[config.mk]
export PLATFORM = sky130hd
export DESIGN_NAME = present_decipher_iter
export DESIGN_NICKNAME = d
export VERILOG_FILES = /design/src/rtl/present_decipher_iter.sv
export SDC_FILE = /design/constraint.sdc
export NUM_CORES = 1
export LEC_CHECK = 0
export CAP_MARGIN = 20
export CORE_MARGIN = 1.5
export CORE_UTILIZATION = 45
export CTS_BUF_LIST = sky130_fd_sc_hd__clkbuf_4
export DETAILED_ROUTE_END_ITERATION = 8
export GPL_TIMING_DRIVEN = 0
export HOLD_SLACK_MARGIN = 0.03
export PLACE_DENSITY_LB_ADDON = 0.12
export SYNTH_ARGS = -nofsm -noshare
export SYNTH_HDL_FRONTEND = slang
export SYNTH_SLANG_ARGS = --single-unit
[constraint.sdc]
create_clock -name clk -period 4.4 [get_ports clk]
set_clock_uncertainty 0.2 [all_clocks]
set_input_delay 0.44 -clock clk [delete_from_list [all_inputs] [get_ports clk]]
set_output_delay 0.44 -clock clk [all_outputs]
set_load 0.05 [all_outputs]
[src/rtl/present_decipher_iter.sv]
// rtl/present_decipher_iter.sv - iterative 16-bit/20-bit-key PRESENT-style decipher, one inverse round per cycle

module key_scheduler (
    input  logic [19:0] key,
    output logic [15:0] k0,
    output logic [15:0] k1,
    output logic [15:0] k2,
    output logic [15:0] k3,
    output logic [15:0] k4,
    output logic [15:0] k5,
    output logic [15:0] k6,
    output logic [15:0] k7
);

    logic [19:0] reg_chain [0:7];
    logic [19:0] rot;

    function automatic logic [3:0] sbox(input logic [3:0] x);
        case (x)
            4'h0: sbox = 4'hC;  4'h1: sbox = 4'h5;  4'h2: sbox = 4'h6;  4'h3: sbox = 4'hB;
            4'h4: sbox = 4'h9;  4'h5: sbox = 4'h0;  4'h6: sbox = 4'hA;  4'h7: sbox = 4'hD;
            4'h8: sbox = 4'h3;  4'h9: sbox = 4'hE;  4'hA: sbox = 4'hF;  4'hB: sbox = 4'h8;
            4'hC: sbox = 4'h4;  4'hD: sbox = 4'h7;  4'hE: sbox = 4'h1;  default: sbox = 4'h2;
        endcase
    endfunction

    // Each step: rotate left by 13, S-box the top nibble, fold the step index into the low nibble.
    always_comb begin
        rot = 20'h0;
        reg_chain[0] = key;
        for (int i = 1; i < 8; i++) begin
            rot = {reg_chain[i-1][6:0], reg_chain[i-1][19:7]};
            rot[19:16] = sbox(rot[19:16]);
            rot[3:0] = rot[3:0] ^ 4'(i);
            reg_chain[i] = rot;
        end
    end

    assign k0 = reg_chain[0][19:4];
    assign k1 = reg_chain[1][19:4];
    assign k2 = reg_chain[2][19:4];
    assign k3 = reg_chain[3][19:4];
    assign k4 = reg_chain[4][19:4];
    assign k5 = reg_chain[5][19:4];
    assign k6 = reg_chain[6][19:4];
    assign k7 = reg_chain[7][19:4];

endmodule

module present_decipher_iter (
    input  logic        clk,
    input  logic        rst_n,
    input  logic        in_valid,
    output logic        in_ready,
    input  logic [15:0] ctext,
    input  logic [19:0] master_key,
    output logic        out_valid,
    input  logic        out_ready,
    output logic [15:0] ptext,
    output logic        busy
);

    typedef enum logic [1:0] {IDLE, BUSY, DONE} fsm_t;

    fsm_t        fsm, fsm_nxt;
    logic [15:0] state;
    logic [19:0] key_q;
    logic [2:0]  rnd;
    logic        accept;
    logic [15:0] k0, k1, k2, k3, k4, k5, k6, k7;
    logic [15:0] round_key;
    logic [15:0] load_k7;
    logic [15:0] p_inv;
    logic [15:0] s_inv;
    logic [15:0] inv_out;

    function automatic logic [3:0] sbox(input logic [3:0] x);
        case (x)
            4'h0: sbox = 4'hC;  4'h1: sbox = 4'h5;  4'h2: sbox = 4'h6;  4'h3: sbox = 4'hB;
            4'h4: sbox = 4'h9;  4'h5: sbox = 4'h0;  4'h6: sbox = 4'hA;  4'h7: sbox = 4'hD;
            4'h8: sbox = 4'h3;  4'h9: sbox = 4'hE;  4'hA: sbox = 4'hF;  4'hB: sbox = 4'h8;
            4'hC: sbox = 4'h4;  4'hD: sbox = 4'h7;  4'hE: sbox = 4'h1;  default: sbox = 4'h2;
        endcase
    endfunction

    function automatic logic [3:0] sbox_inv(input logic [3:0] x);
        case (x)
            4'h0: sbox_inv = 4'h5;  4'h1: sbox_inv = 4'hE;  4'h2: sbox_inv = 4'hF;  4'h3: sbox_inv = 4'h8;
            4'h4: sbox_inv = 4'hC;  4'h5: sbox_inv = 4'h1;  4'h6: sbox_inv = 4'h2;  4'h7: sbox_inv = 4'hD;
            4'h8: sbox_inv = 4'hB;  4'h9: sbox_inv = 4'h4;  4'hA: sbox_inv = 4'h6;  4'hB: sbox_inv = 4'h3;
            4'hC: sbox_inv = 4'h0;  4'hD: sbox_inv = 4'h7;  4'hE: sbox_inv = 4'h9;  default: sbox_inv = 4'hA;
        endcase
    endfunction

    // k7 of the incoming key is needed on the accept edge, before key_q holds that key.
    function automatic logic [15:0] last_round_key(input logic [19:0] mk);
        logic [19:0] r;
        r = mk;
        for (int i = 1; i < 8; i++) begin
            r = {r[6:0], r[19:7]};
            r[19:16] = sbox(r[19:16]);
            r[3:0] = r[3:0] ^ 4'(i);
        end
        return r[19:4];
    endfunction

    key_scheduler u_key_sched (
        .key (key_q),
        .k0  (k0),
        .k1  (k1),
        .k2  (k2),
        .k3  (k3),
        .k4  (k4),
        .k5  (k5),
        .k6  (k6),
        .k7  (k7)
    );

    assign load_k7 = last_round_key(master_key);

    always_comb begin
        case (rnd)
            3'd0:    round_key = k0;
            3'd1:    round_key = k1;
            3'd2:    round_key = k2;
            3'd3:    round_key = k3;
            3'd4:    round_key = k4;
            3'd5:    round_key = k5;
            3'd6:    round_key = k6;
            default: round_key = k7;
        endcase
    end

    always_comb begin
        p_inv = 16'h0;
        for (int i = 0; i < 15; i++) begin
            p_inv[i] = state[(4 * i) % 15];
        end
        p_inv[15] = state[15];
        s_inv = {sbox_inv(p_inv[15:12]), sbox_inv(p_inv[11:8]),
                 sbox_inv(p_inv[7:4]),   sbox_inv(p_inv[3:0])};
        inv_out = s_inv ^ round_key;
    end

    always_ff @(posedge clk or negedge rst_n) begin
        if (!rst_n) begin
            fsm <= IDLE;
        end else begin
            fsm <= fsm_nxt;
        end
    end

    always_comb begin
        fsm_nxt = fsm;
        case (fsm)
            IDLE:    if (in_valid) fsm_nxt = BUSY;
            BUSY:    if (rnd == 3'd0) fsm_nxt = DONE;
            DONE:    if (out_ready) fsm_nxt = in_valid ? BUSY : IDLE;
            default: fsm_nxt = IDLE;
        endcase
    end

    always_comb begin
        in_ready  = (fsm == IDLE) || ((fsm == DONE) && out_ready);
        out_valid = (fsm == DONE);
        busy      = (fsm == BUSY);
        accept    = in_valid && in_ready;
    end

    always_ff @(posedge clk or negedge rst_n) begin
        if (!rst_n) begin
            state <= 16'h0;
            key_q <= 20'h0;
            rnd   <= 3'd0;
            ptext <= 16'h0;
        end else if (accept) begin
            state <= ctext ^ load_k7;
            key_q <= master_key;
            rnd   <= 3'd6;
        end else if (busy) begin
            state <= inv_out;
            if (rnd != 3'd0) begin
                rnd <= rnd - 3'd1;
            end else begin
                ptext <= inv_out;
            end
        end
    end

endmodule

==> Word-level counts from Yosys, hierarchy flattened <==
Memories as Yosys holds them, arrays and structs flattened.
Cells that the tools add are included.
Widths: inputs -> output; s select.
{ "totals": {"reg_bits": 57, "mem_bits_ro": 1152, "in_bits": 40, "out_inout_bits": 19, "elab_cells": 72, "memories": 18} }
{ "classes": {"n_addsub": 1, "n_eq_ne": 11, "muxes": 11, "bitwise": 15, "n_reduce_logical": 11} }
{ "mem_list": {"columns": ["name", "words", "width", "rd", "rd_clocked_by_memory_dff", "wr", "line", "text"], "rows": [
  ["(no name shown)", 16, 4, 1, 0, 0, "87", "case (x)"],
  ["(no name shown)", 16, 4, 1, 0, 0, "87", null],
  ["(no name shown)", 16, 4, 1, 0, 0, "87", null],
  ["(no name shown)", 16, 4, 1, 0, 0, "87", null],
  ["(no name shown)", 16, 4, 1, 0, 0, "78", "case (x)"],
  ["(no name shown)", 16, 4, 1, 0, 0, "78", null],
  ["12 more memories", null, null, null, null, null, null, null]
]} }
{ "ops": {"columns": ["op", "count"], "rows": [
  ["$pmux 16 s7", 1],
  ["$mux 16", 2],
  ["$xor 16x16->16", 2],
  ["$not 2->2", 6],
  ["$eq 3x3->1 const B", 3],
  ["$mux 3", 3],
  ["$not 1->1", 7],
  ["$eq 3x2->1 const B", 2],
  ["$mux 2", 3],
  ["$pmux 2 s3", 1],
  ["$reduce_and 3->1", 2],
  ["$ne 2x1->1 const B", 2],
  ["$reduce_bool 2->1", 2],
  ["$eq 3x1->1 const B", 1],
  ["$logic_not 3->1", 1],
  ["$reduce_bool 3->1", 1],
  ["$sub 3x1->3 const B", 1],
  ["$eq 2x1->1 const B", 1],
  ["$eq 2x2->1 const B", 1],
  ["$logic_and 1x1->1", 2],
  ["$logic_not 2->1", 1],
  ["$ne 2x2->1 const B", 1],
  ["$reduce_and 2->1", 1],
  ["$logic_or 1x1->1", 1],
  ["$mux 1", 1]
]} }

==> Longest topological paths before layout <==
Gate-level depths: netlist (run 1).
An unclocked memory read counts as a cell.
{ "logic_depth": {"word_depth": 7, "depth_mapped": 17} }

==> By module <==
From an unflattened synthesis (run 1), not the netlist that was laid out.
{ "hier_totals": {"cells_unflattened": 885, "area_unflattened_um2": 7404.6} }
{ "by_module_without_submodules": {"columns": ["mod", "instances", "cells_per_inst", "area_per_inst_um2", "seq_area_each_um2"], "rows": [
  ["present_decipher_iter", 1, 640, 5353.9, 1426.4],
  ["key_scheduler", 1, 245, 2050.7, 0.0]
]} }

==> Least setup slack after synthesis (run 1) <==
Ideal clock, no wire load.
{ "synth_timing": {"kind": "register to register", "startpoint": "register key_q[3]", "endpoint": "register state[12]", "setup_ps": 127, "arrival_time_ps": 3408, "setup_slack_ps": 665, "stages_incl_launch_ff": 15, "n_path_buf": 0, "path_cell_list": "dfrtp_1 -> inv_1 -> ha_1 -> mux4_2 -> ha_1 -> inv_1 -> mux4_2 -> inv_2 -> ha_1 -> nor2_1 -> and3_1 -> o211a_1 -> nor3_1 -> a41o_1 -> nor3_2"} }
{ "synth_between": {"elab_chain_len": 7} }
{ "synth_lines": {"columns": ["item", "line", "text"], "rows": [
  ["from (decl)", "67", "logic [19:0] key_q;"],
  ["from (signal assigned)", "178", "key_q <= master_key;"],
  ["$mem_v2 16x4 *", null, null],
  ["$mem_v2 16x4 (2 in series)", null, null],
  ["$pmux 16 s7 *", "122", "case (rnd)"],
  ["$xor 16x16->16 *", "142", "inv_out = s_inv ^ round_key;"],
  ["$mux 16 *", "180", "end else if (busy) begin"],
  ["$mux 16 *", "176", "end else if (accept) begin"],
  ["to (signal assigned)", "177", "state <= ctext ^ load_k7;"],
  ["to (signal assigned)", "181", "state <= inv_out;"],
  ["to (decl)", "66", "logic [15:0] state;"]
]} }
Every way passes the cells marked *; elsewhere a longest branch is shown, timed or not. The select of a mux whose other input is x is not followed.
A chain may end at the register's enable or synchronous reset.

==> Final worst setup path (run 1) <==
{ "layout_timing": {"startpoint": "register key_q[4]", "endpoint": "register state[14]"} }
Same word-level chain as after synthesis.

==> out/results.md, run 1 <==
| Metric | Reported | Unit |
|---|---|---|
| Outcome | finished, final reports clean | - |
| Pin count of the biggest net entering global routing | 39 | - |
| Detailed Route Iter0 Violations | 583 | - |
| Max FO, Critical Path | 7 | - |
| Final estimated routing congestion in global placement | 0.950 | - |
| Slowest cell on crit path | mux4_2 | - |
| Most frequent cells after synthesis | 99 x ha_1, 80 x nand2_1, 75 x inv_1, 60 x nor2_1, 57 x dfrtp_1 | - |
| Slowest cell delay on critical path | 0.59 | ns |
| Post-CTS setup-driven buffer insertion count | 0 | - |
| Register area | 0.00143 | sq mm |
| Max Clock Freq | 240 | MHz |
| Max Root-Sink Buffers | 2 | - |
| Die footprint | 0.0161 | sq mm |
| Count of pins over their slew limit | 0 | - |
| Area share of fa/ha/maj cells after synthesis | 0.179 | - |
| Least-Margin Pin Slew | 0.843 | ns |
| CTS tree | done | - |
| Wirelength, routed | 21500 | microns |
| Die boundary height | 127 | microns |
| Most common cell in the synthesized netlist | ha_1 | - |
| Grt total ovfl | 0 | - |
| IO Count | 59 | - |
| HP Start | master_key[13] | - |
| Area share of xor/xnor cells in the synthesized design | 0.0481 | - |
| CTS Sinks | 57 | - |
| NumNets Final | 1027 | - |
| Fraction of registers with async set or reset after synthesis | 1.00 | - |
| R2R Path Start | key_q[4] | - |
| DR pass1 iterations | 8 | - |
| Number of cell rows | 45 | - |
| Type of the setup path with the least slack | reg -> reg | - |
| Cell family with the largest share of critical-path delay | multiplexers | - |
| Mapped Cells | 823 | - |
| Cells traversed along the worst timing path | inv_1 > ha_1 > mux4_2 > ha_1 > inv_1 > mux4_2 > ha_1 > inv_1 > a31oi_1 > o21ai_0 > a31oi_2 > xnor2_2 > o221ai_2 | - |
| Worst slew margin relative to its limit | 0.430 | - |
| Final Hold Fails | 0 | - |
| Horizontal die dimension | 127 | microns |
| Number of port buffers | 52 | - |
| Clock-pin slew on the worst setup and hold paths | 0.13 | ns |
| Routed len/inst | 19.8 | microns |
| Initial core utilization | 0.458 | - |
| Layout cells sized above 1 | 0.0941 | - |
| Setup repair after global routing missed its margin | false | - |
| Setup slack, reg-to-reg | 0.23 | ns |
| Vias in the first global route | 6189 | - |
| Synth warnings | 0 | - |
| Wire length of the first global-routing pass | 34200 | microns |
| Area share of the largest cell type after synthesis | 0.206 | - |
| Sequential element share of the synthesized area | 0.206 | - |
| Via-per-instance ratio | 5.96 | - |
| Sink of the worst hold path | key_q[13] | - |
| Worst skew pair latency | 0.44 | ns |
| Critical path required time | 4.49 | ns |
| Main synth FF type | dfrtp_1 | - |
| Post-detailed-route DRC marker count | 0 | - |
| Basic-gate share of the synthesized area counting and, or, nand and nor cells | 0.132 | - |
| Number of clock buffers inserted by TritonCTS | 9 | - |
| Initial antenna violation count | 0 | - |
| Mapped Nets | 962 | - |
| Max-Cap Viols | 0 | - |
| Core Box Area | 0.0151 | sq mm |
| End of the worst register-to-register path | state[14] | - |
| Setup violators final | 0 | - |
| Distinct cells, synth | 75 | - |
| Ratio of final minimum period to clock period | 0.948 | - |
| Depth of the CTS H-tree | 3 | - |
| Count of vias placed by the detailed router | 6452 | - |
| All-layer global routing usage | 0.272 | - |
| Total area of multi-input combinational cells | 0.00500 | sq mm |
| Synth-to-layout area growth | 13.8 | % |
| Min Tclk post-route | 4.17 | ns |
| Final-layout worst hold slack | 0.132 | ns |
| Hold Path Depth | 3 | - |
| Number of enable flip-flop cells after synthesis | 0 | - |
| Fraction of the mapped netlist area in compound gates | 0.230 | - |
| Remaining antenna violation count | 0 | - |
| Synthesis-stage register bit count | 57 | - |
| Worst reg2reg path depth | 13 | - |
| Half-perimeter wire length of the detailed placement result | 16900 | microns |
| Mux cell area share after synthesis | 0.126 | - |
| Arrival @ worst endpoint | 4.26 | ns |
| Filler Cells Inserted | 1480 | - |
| Startpoint Class | flip-flop | - |
| Root buffer cell | clkbuf_4 | - |
| Average cell area after synthesis | 8.41 | sq um |
| Largest family of logic cells by synthesized area | compound AO/OA/AOI/OAI gates | - |
| Post-synth top area cell | dfrtp_1 | - |
| WP buf/inv | 3 | - |
| Capturing element type of the critical path | flip-flop | - |
| Largest cells by area after synthesis | dfrtp_1 21%, ha_1 18%, mux4_2 8.1%, nand2_1 4.3%, inv_1 4.1% | - |
| Kind of path behind the tightest hold check | in -> reg | - |
| Post-synthesis cell area | 0.00692 | sq mm |
stage by stage:
stage | util | instances | instance area, sq um | setup slack (ns) | TNS, ns
after floorplan | - | 823 | 6920 | 0.665 | 0
after global placement | 0.509 | 1063 | 7670 | -0.00650 | -0.00650
after detailed placement | 0.510 | 1064 | 7690 | -0.163 | -0.174
after CTS | 0.518 | 1081 | 7820 | 0.0705 | 0
after global routing | 0.521 | 1081 | 7870 | 0.0312 | 0
final | 0.522 | 1082 | 7870 | 0.229 | 0
cell usage in the layout, fill, tap and decap left out, drive strengths merged, types with 10 or more instances in the layout:
cell type      count
a211oi            18
a21oi             47
a22oi             14
buf               14
clkbuf            52
clkdlybuf4s50     51
dfrtp             57
ha                99
inv               82
mux2              11
mux2i             18
mux4              25
nand2             81
nand2b            10
nor2              60
nor3              15
o21ai             72
xnor2             27
xor2              11
metal layers:
| metal | wire (microns) | global-route usage |
|---|---|---|
| met5 | 0 | 0 |
| met4 | 395 | 0.0775 |
| met3 | 1230 | 0.0306 |
| met2 | 9840 | 0.433 |
| met1 | 9990 | 0.392 |
sequential cells by signal, summed over array words and instances (netlist names):
| name | count |
|---|---|
| rnd | 3 |
| ptext | 16 |
| key_q | 20 |
| fsm | 2 |
| state | 16 |
worst reg2reg max path: cells and delay by family (launching register included):
family,cells,cell delay [ns]
multiplexers,2,1.14
XOR/XNOR,1,0.21
AO/OA/AOI/OAI,4,0.72
adder cells (fa/ha/maj),3,1.01
buffers and inverters,3,0.28
flip-flops,1,0.47
what timing repair did:
action / CTS / global route
hold buffers: 1 / 0
pin swaps: 0 / 1
cloned: 0 / 0
endpoints found under the setup margin: 1 / 5
gates resized for setup: 1 / 10
endpoints found under the hold margin: 19 / 0
kinds of logic (layout without fill, tap and decap cells):
| logic type | Yosys count | count (layout) |
|---|---|---|
| AOI/OAI and AO/OA | 235 | 235 |
| xor gates and xnor gates | 38 | 38 |
| adders and majority gates | 99 | 99 |
| buffers and inverters | 138 | 208 |
| DFF | 57 | 57 |
| muxes | 54 | 54 |
| other | 0 | 1 |
| and+or+nand+nor | 202 | 202 |
final cells by class:
type                       count  share of cell area
multi-input combinational    628               0.635
sequential                    57               0.182
timing repair buffer          54              0.0693
inverter                      83              0.0396
tap                          188              0.0299
buffer                        55              0.0296
clock buffer                   9             0.00859
clock inverter                 7             0.00572
antenna                        1            0.000318
how the worst max path moves through the flow:
| stage | from | end | cells past startpoint |
|---|---|---|---|
| 2_1_floorplan | key_q[3] | state[12] | 14 |
| 3_3_place_gp | master_key[4] | state[13] | 14 |
| 3_5_place_dp | master_key[4] | state[13] | 14 |
| 4_1_cts | key_q[4] | state[14] | 13 |
| 5_1_grt | master_key[4] | state[13] | 14 |
| 6_report | key_q[4] | state[14] | 13 |
Power of run 1 is left out: the tool's default activity adds up to more than one toggle a clock period on the data nets, which glitch-free logic cannot reach.
==> inputs of run 2 (changes only) <==
--- a/config.mk
+++ b/config.mk
@@ -10,9 +10,12 @@
 export CORE_UTILIZATION = 45
 export CTS_BUF_LIST = sky130_fd_sc_hd__clkbuf_4
 export DETAILED_ROUTE_END_ITERATION = 8
+export GPL_ROUTABILITY_DRIVEN = 0
 export GPL_TIMING_DRIVEN = 0
 export HOLD_SLACK_MARGIN = 0.03
 export PLACE_DENSITY_LB_ADDON = 0.12
+export SETUP_SLACK_MARGIN = 0.02
+export SKIP_CTS_REPAIR_TIMING = 1
 export SYNTH_ARGS = -nofsm -noshare
 export SYNTH_HDL_FRONTEND = slang
 export SYNTH_SLANG_ARGS = --single-unit
==> out/results.md, run 2 (synthesis results as in run 1) <==
| Metric | Reported | Unit | vs previous |
|---|---|---|---|
| Outcome | finished, final reports clean | - |  |
| Arrival @ worst endpoint | 4.41 | ns | +0.15 ns |
| Die boundary height | 127 | microns | unchanged |
| Half-perimeter wire length of the detailed placement result | 16100 | microns | -4.8% |
| Pin count of the biggest net entering global routing | 40 | - | +2.6% |
| Filler Cells Inserted | 1432 | - | -3.2% |
| Core Box Area | 0.0151 | sq mm | unchanged |
| Via-per-instance ratio | 6.02 | - | +0.95% |
| Horizontal die dimension | 127 | microns | unchanged |
| Min Tclk post-route | 4.32 | ns | +0.146 ns |
| Max Root-Sink Buffers | 2 | - | unchanged |
| Slowest cell delay on critical path | 0.60 | ns | about the same |
| Depth of the CTS H-tree | 3 | - | unchanged |
| Count of pins over their slew limit | 0 | - | unchanged |
| Capturing element type of the critical path | flip-flop | - |  |
| Largest Register | key_q | - |  |
| Max FO, Critical Path | 7 | - | unchanged |
| Die footprint | 0.0161 | sq mm | unchanged |
| Detailed Route Iter0 Violations | 604 | - | +3.6% |
| Root buffer cell | clkbuf_4 | - |  |
| Register area | 0.00143 | sq mm | -0.17% |
| IO Count | 59 | - | unchanged |
| Number of port buffers | 52 | - | unchanged |
| Cells traversed along the worst timing path | inv_1 > ha_1 > mux4_2 > ha_1 > inv_1 > mux4_2 > inv_2 > o22ai_1 > a2111oi_1 > a31oi_2 > xnor2_2 > o221ai_2 | - |  |
| Initial core utilization | 0.458 | - | unchanged |
| Critical path required time | 4.49 | ns | about the same |
| Leading cell types in the layout, fill and taps excluded | 99 x ha_1, 80 x nand2_1, 75 x inv_1 | - |  |
| Worst skew pair latency | 0.42 | ns | -0.02 ns |
| Vias in the first global route | 6310 | - | +2.0% |
| Wire length of the first global-routing pass | 33300 | microns | -2.5% |
| Max Clock Freq | 232 | MHz | -3.4% |
| Worst slew margin relative to its limit | 0.448 | - | +0.0178 |
| Least-Margin Pin Slew | 0.817 | ns | -0.0263 ns |
| Number of clock buffers inserted by TritonCTS | 9 | - | unchanged |
| Remaining antenna violation count | 0 | - | unchanged |
| Setup violators final | 0 | - | unchanged |
| NumNets Final | 1027 | - | unchanged |
| Total area of multi-input combinational cells | 0.00500 | sq mm | about the same |
| Clock-pin slew on the worst setup and hold paths | 0.12 | ns | about the same |
| All-layer global routing usage | 0.260 | - | -0.0117 |
| Final std cell area, no fill | 0.00795 | sq mm | +0.97% |
| Layout cells sized above 1 | 0.0918 | - | -0.00224 |
| Number of cell rows | 45 | - | unchanged |
| DR pass1 iterations | 7 | - | -1 |
| Max-Cap Viols | 0 | - | unchanged |
| Startpoint Class | flip-flop | - |  |
| Grt total ovfl | 0 | - | unchanged |
| Max reg flops | 20 | - | unchanged |
| Count of vias placed by the detailed router | 6519 | - | +1.0% |
| Most common library cell in the layout ignoring fill and taps | ha_1 | - |  |
| Routed len/inst | 19.1 | microns | -3.5% |
| Ratio of final minimum period to clock period | 0.981 | - | +0.0333 |
| CTS tree | done | - |  |
| Synth-to-layout area growth | 14.9 | % |  |
| Final Hold Fails | 0 | - | unchanged |
| Kind of path behind the tightest hold check | in -> reg | - |  |
| DP Area | 0.00769 | sq mm | unchanged |
| Wirelength, routed | 20700 | microns | -3.4% |
| WP buf/inv | 3 | - | unchanged |
| Post-detailed-route DRC marker count | 0 | - | unchanged |
| Cell family with the largest share of critical-path delay | multiplexers | - |  |
| Final-layout worst hold slack | 0.186 | ns | +0.0534 ns |
| Slowest cell on crit path | a2111oi_1 | - |  |
| Type of the setup path with the least slack | reg -> reg | - |  |
| CTS Sinks | 57 | - | unchanged |
| Registers with the highest flip-flop counts | key_q x20, ptext x16, state x16 | - |  |
| Initial antenna violation count | 1 | - | +1 |
run 2: cell type report:
class                      count  area share
antenna                        2    0.000630
buffer                        55      0.0293
clock buffer                   9     0.00850
clock inverter                 7      0.0157
inverter                      83      0.0392
multi-input combinational    628       0.629
sequential                    57       0.179
tap                          188      0.0296
timing repair buffer          54      0.0687
run 2: worst paths after layout:
kind                           startpoint         to  slack, ns  cells after the start
setup / recovery                 key_q[4]  state[14]       0.08                     12
hold / removal             master_key[19]  key_q[19]       0.19                      3
setup reg to reg                 key_q[4]  state[14]       0.08                     12
hold reg to reg                  ptext[4]   ptext[4]       0.30                      2
max in group asynchronous           rst_n     rnd[0]       3.05                      3
min in group asynchronous           rst_n   ptext[5]       0.32                      2
run 2: worst register-to-register path, delay by kind of cell (launching register included):
family | cells | cell delay [ns]
buffers and inverters | 3 | 0.38
AO/OA/AOI/OAI | 4 | 0.98
flip-flops | 1 | 0.49
XOR/XNOR | 1 | 0.33
multiplexers | 2 | 1.13
adder cells (fa/ha/maj) | 2 | 0.70
run 2: per-layer routing:
| layer | part of all wire | wire (microns) | global-route usage | up-vias |
|---|---|---|---|---|
| li1 | - | - | - | 3058 |
| met1 | 0.44 | 9190 | 0.359 | 3150 |
| met2 | 0.46 | 9560 | 0.422 | 271 |
| met3 | 0.070 | 1450 | 0.0360 | 40 |
| met4 | 0.026 | 537 | 0.0876 | 0 |
| met5 | 0 | 0 | 0 | - |
run 2: through the flow:
stage	worst slack, ns	utilization	TNS (ns)	cells
after floorplan	0.665	-	0	823
after CTS	-0.0298	0.522	-0.0298	1080
after global placement	-0.0110	0.509	-0.0110	1063
after detailed placement	-0.112	0.510	-0.112	1064
after global routing	-0.138	0.526	-0.228	1082
final	0.0829	0.527	0	1083
Power of run 2 is left out for the same reason.
==> inputs of run 3 (changes only) <==
--- a/config.mk
+++ b/config.mk
@@ -5,6 +5,7 @@
 export SDC_FILE = /design/constraint.sdc
 export NUM_CORES = 1
 export LEC_CHECK = 0
+export ABC_CLOCK_PERIOD_IN_PS = 4400
 export CAP_MARGIN = 20
 export CORE_MARGIN = 1.5
 export CORE_UTILIZATION = 45
==> results of run 3 <==
The final DEF is identical to that of run 2; final timing and power are the same.
Power of run 3 is left out for the same reason.
